--- src/rtl/gray_counter_if.sv ---
// Bundled control/status signals for gray_counter.
// err is present only when GRAY_CHECK_EN is defined.
interface gray_counter_if #(
    parameter int unsigned WIDTH = 4
);
    logic             en;
    logic             up;
    logic             load;
    logic [WIDTH-1:0] load_val;
    logic [WIDTH-1:0] gray_out;
    logic             tc;
`ifdef GRAY_CHECK_EN
    logic             err;

    modport master (output en, up, load, load_val, input gray_out, tc, err);
    modport slave  (input en, up, load, load_val, output gray_out, tc, err);
`else
    modport master (output en, up, load, load_val, input gray_out, tc);
    modport slave  (input en, up, load, load_val, output gray_out, tc);
`endif
endinterface

--- src/rtl/gray_counter.sv ---
// Up/down binary counter with load, registered Gray output and one-cycle wrap pulse.
// Defining GRAY_CHECK_EN adds a sticky single-bit-step checker on gray_out (err).
module gray_counter #(
    parameter int unsigned WIDTH = 4
) (
    input logic           clk,
    input logic           rst,
    gray_counter_if.slave bus
);
    logic [WIDTH-1:0] bin_q, bin_d;
    logic [WIDTH-1:0] gray_q, gray_d;
    logic             tc_q, tc_d;

    // Load wins over counting; tc only flags a count that wraps.
    always_comb begin
        bin_d = bin_q;
        tc_d  = 1'b0;
        if (bus.load) begin
            bin_d = bus.load_val;
        end else if (bus.en) begin
            if (bus.up) begin
                bin_d = bin_q + WIDTH'(1);
                tc_d  = &bin_q;
            end else begin
                bin_d = bin_q - WIDTH'(1);
                tc_d  = ~|bin_q;
            end
        end
        gray_d = bin_d ^ (bin_d >> 1);
    end

    always_ff @(posedge clk or posedge rst) begin
        if (rst) begin
            bin_q  <= '0;
            gray_q <= '0;
            tc_q   <= 1'b0;
        end else begin
            bin_q  <= bin_d;
            gray_q <= gray_d;
            tc_q   <= tc_d;
        end
    end

    assign bus.gray_out = gray_q;
    assign bus.tc       = tc_q;

`ifdef GRAY_CHECK_EN
    logic [WIDTH-1:0] diff;
    logic             first_q;
    logic             err_q;
    logic             bad;

    // gray_q is the previous output; a legal count step flips exactly one bit.
    always_comb begin
        diff = gray_q ^ gray_d;
        bad  = !bus.load && bus.en && !first_q &&
               ((diff == '0) || ((diff & (diff - WIDTH'(1))) != '0));
    end

    always_ff @(posedge clk or posedge rst) begin
        if (rst) begin
            first_q <= 1'b1;
            err_q   <= 1'b0;
        end else begin
            first_q <= 1'b0;
            err_q   <= err_q | bad;
        end
    end

    assign bus.err = err_q;
`endif
endmodule

--- src/flat_wrapper.sv ---
// flat-port wrapper written by rule: the top's interface ports become plain ports
module gray_counter_flat 
#(
    parameter int unsigned WIDTH = 4
)
  (clk, rst, bus_en, bus_up, bus_load, bus_load_val, bus_gray_out, bus_tc);
  gray_counter_if #(.WIDTH(WIDTH)) bus_i ();
  input logic clk;
  input logic rst;
  input wire logic [$bits(bus_i.en)-1:0] bus_en;
  input wire logic [$bits(bus_i.up)-1:0] bus_up;
  input wire logic [$bits(bus_i.load)-1:0] bus_load;
  input wire logic [$bits(bus_i.load_val)-1:0] bus_load_val;
  output wire logic [$bits(bus_i.gray_out)-1:0] bus_gray_out;
  output wire logic [$bits(bus_i.tc)-1:0] bus_tc;
  assign bus_i.en = bus_en;
  assign bus_i.up = bus_up;
  assign bus_i.load = bus_load;
  assign bus_i.load_val = bus_load_val;
  assign bus_gray_out = bus_i.gray_out;
  assign bus_tc = bus_i.tc;
  gray_counter #(.WIDTH(WIDTH)) u_core (.clk(clk), .rst(rst), .bus(bus_i));
endmodule
--- config.mk ---
export PLATFORM = sky130hd
export DESIGN_NAME = gray_counter_flat
export DESIGN_NICKNAME = d
export VERILOG_FILES = /design/src/rtl/gray_counter_if.sv /design/src/rtl/gray_counter.sv /design/src/flat_wrapper.sv
export SDC_FILE = /design/constraint.sdc
export NUM_CORES = 1
export LEC_CHECK = 0
export BUFFER_PORTS_ARGS = -buffer_cell sky130_fd_sc_hd__buf_2
export CORE_UTILIZATION = 30
export CTS_CLUSTER_SIZE = 40
export DETAILED_ROUTE_END_ITERATION = 8
export PLACE_DENSITY = 0.59
export SYNTH_ARGS = -nofsm -noshare
export SYNTH_HDL_FRONTEND = slang
export SYNTH_SLANG_ARGS = --single-unit
--- constraint.sdc ---
create_clock -name clk -period 4.4 [get_ports clk]
set_clock_uncertainty 0.2 [all_clocks]
set_input_delay 0.88 -clock clk [delete_from_list [all_inputs] [get_ports clk]]
set_output_delay 0.88 -clock clk [all_outputs]
set_load 0.01 [all_outputs]
==> impl_metrics.tcl <==
set metrics [dict create \
    outcome "completed" \
    largest_net_degree_at_the_start_of_global_routing 10 \
    die-area_um2 1680 \
    synth_top_cell_area_share_pct 43.8 \
    num-nets-final 71 \
    design.core.area_um2 1350 \
    post_layout_worst_setup_margin_ns 2.05 \
    routed_via_density 4.85 \
    total_standard_cell_area_after_synthesis_um2 457 \
    final_layout_size_suffix_gt1_share_pct 29.8 \
    timing.setup.tns_ns 0 \
    synth_seq_cells 8 \
    async_reset_ff_share_pct 100 \
    finalWeightedCongestion 0.690 \
    mostFrequentLayoutCells "buf_2, dfrtp_1, nor2_1, xnor2_1" \
    port_buffers 13 \
    routed-via-count 349 \
    sink_count 8 \
    critical_path_required_ns 4.32 \
    cellPowerDensity_nw_per_um2 392 \
    antenna_cells_inserted 0 \
    wire_length_of_the_first_global_routing_pass_um 1270 \
    tritoncts_clock_tree "yes" \
    synthesis.area_per_instance_um2 10.6 \
    postLayoutCellArea_um2 548 \
    whs_ns 0.359 \
    root_buf_cell "clkbuf_4" \
    ys_types 22 \
    max_slew_margin_pct 77.3 \
    total_power_mw 0.215 \
    setup.worst_path.end_class "flop" \
    synth_edf_count 0 \
    post_cts_buffers 0 \
    drv_slew 0 \
    ys_warn_count 0 \
    globalRoute.totalOverflow 0 \
    floorplan.die.height_um 41.0 \
    setup.worst_path.class "primary input to flop" \
    drv.max_cap_violation_count 0 \
    yosys_most_used_dff "dfrtp_1" \
    n_fill_cell 152 \
    seq_area_um2 200 \
    drt_drc_violations_left 0 \
    worst_path_largest_cell_delay_ns 0.40 \
    grt_antenna_before_repair 0 \
    timing.critical_path.fanout_max 4 \
    leakagePower_nw 0.278 \
    max_freq_mhz 426 \
    crit_chain "buf_2, inv_1, ha_1, a21oi_1, a211oi_1, or3_4, xor2_1" \
    detailedRoute.firstPassIterationCount 4 \
    post_synth_net_total 55 \
    groute.usage.overall_pct 12.0 \
    drtIter0Drc 7 \
    cts-root-to-sink-buffers 2 \
    preCtsSetupSlack_ns 1.79 \
    yosys.area.top_type "dfrtp_1" \
    post-route-period-util_pct 53.4 \
    crit_slowest_cell "or3_4" \
    placed_cell_area_um2 526 \
    synth-seq-area-share_pct 43.8 \
    clock_transition_time_at_the_flip_flop_clock_pins_of_the_worst_setup_and_hold_paths_ns 0.05 \
    rows 13 \
    synthTopCellsByArea "dfrtp_1, xnor2_1, ha_1, fa_1, mux2i_1" \
    synthCells 43 \
    min-delay-path-class "primary input to asynchronous set/reset pin" \
    irDropWorstVdd_uv 177 \
    layout.cells.most_common "buf_2" \
    timing.final.setup_violations 0 \
    postRouteAntennaNets 0 \
    worst_tran_pin_value_ns 0.340 \
    cts-buffers-inserted 3 \
    fin_hold_viols 0 \
    boundaryPins 14 \
    cts-htree-levels 1 \
    initial_core_util_pct 33.8 \
    post_cts_resized 0 \
    worst_ep_arrival_time_ns 2.27 \
    wl_per_instance_um 10.6 \
    finalCriticalPeriod_ns 2.35 \
    wl_um 761 \
    worst_skew_pair_latency_ns 0.25 \
    multiInputGateArea_um2 230 \
    cts_hold_buf 0 \
    number_of_global_route_vias_before_repair 310 \
    dp_hpwl_um 611 \
    grt_setup_unrepaired "no" \
    die_w_um 41.0 \
    flow.area_growth_from_synthesis_pct 20.0 \
    timing.critical_path.from_type "primary input" \
]
cells in the mapped netlist, drive strengths merged, types with 2 or more instances:
master / number
dfrtp: 8
nor2: 4
xnor2: 4
inv: 3
a21oi: 2
buf: 2
ha: 2
mux2i: 2
nand2: 2
o21ai: 2
xor2: 2
routing by layer:
layer	up-vias	GRT usage, %	share of wire, %
li1	175	-	-
met1	160	16.6	52
met2	14	16.4	40
met3	0	8.15	8.1
met4	0	0	0
met5	-	0	0
worst max-delay path: cells and delay by family:
| kind | cells | cell delay, ns |
|---|---|---|
| simple gates | 1 | 0.40 |
| fa+ha+maj | 1 | 0.34 |
| compound gates | 2 | 0.31 |
| buf+inv | 2 | 0.20 |
| xor+xnor | 1 | 0.15 |
sequential cells by signal (all words and copies together), names as in the netlist:
name,flops
u_core.bus.gray_out,3
u_core.bin_q,4
u_core.bus.tc,1
final cells by class:
| cell class | instances | share of cell area, % |
|---|---|---|
| Tap cell | 15 | 3.42 |
| Timing Repair Buffer | 13 | 11.9 |
| Clock buffer | 3 | 4.11 |
| Sequential cell | 8 | 36.5 |
| Multi-Input combinational cell | 30 | 42.0 |
| Inverter | 3 | 2.05 |
cell families (layout without fill, tap and decap cells):
logic type / Yosys count / in the layout / share of synthesized area (%)
AND/OR/NAND/NOR: 12 / 12 / 15.3
flip-flops: 8 / 8 / 43.8
AO/OA/AOI/OAI: 7 / 7 / 9.31
XOR/XNOR: 6 / 6 / 11.5
buffers and inverters: 5 / 19 / 5.75
adder cells (fa/ha/maj): 3 / 3 / 9.86
multiplexers: 2 / 2 / 4.38
power breakdown:
group / internal [mW] / switching, mW
sequential: 0.0881 / 0.00979
combinational: 0.0312 / 0.0326
clock: 0.0310 / 0.0221
through the flow:
stage | util [%] | instances
2_1_floorplan | - | 43
3_3_place_gp | 38.9 | 69
3_5_place_dp | 38.9 | 69
4_1_cts | 40.6 | 72
5_1_grt | 40.6 | 72
6_report | 40.6 | 72
path summary, 6_finish.rpt:
kind | start | endpoint | slack (ns) | cells after the start
min reg2reg | u_core.bin_q[3] | u_core.bus.tc | 0.45 | 2
min | rst | u_core.bus.gray_out[2] | 0.36 | 2
max reg2reg | u_core.bin_q[2] | u_core.bus.gray_out[2] | 2.49 | 5
max | bus_up | u_core.bus.gray_out[2] | 2.05 | 7
max in group asynchronous | rst | u_core.bin_q[0] | 3.42 | 2
min in group clk | u_core.bin_q[3] | u_core.bus.tc | 0.45 | 2
No activity file was read; power rests on OpenSTA's default activity.
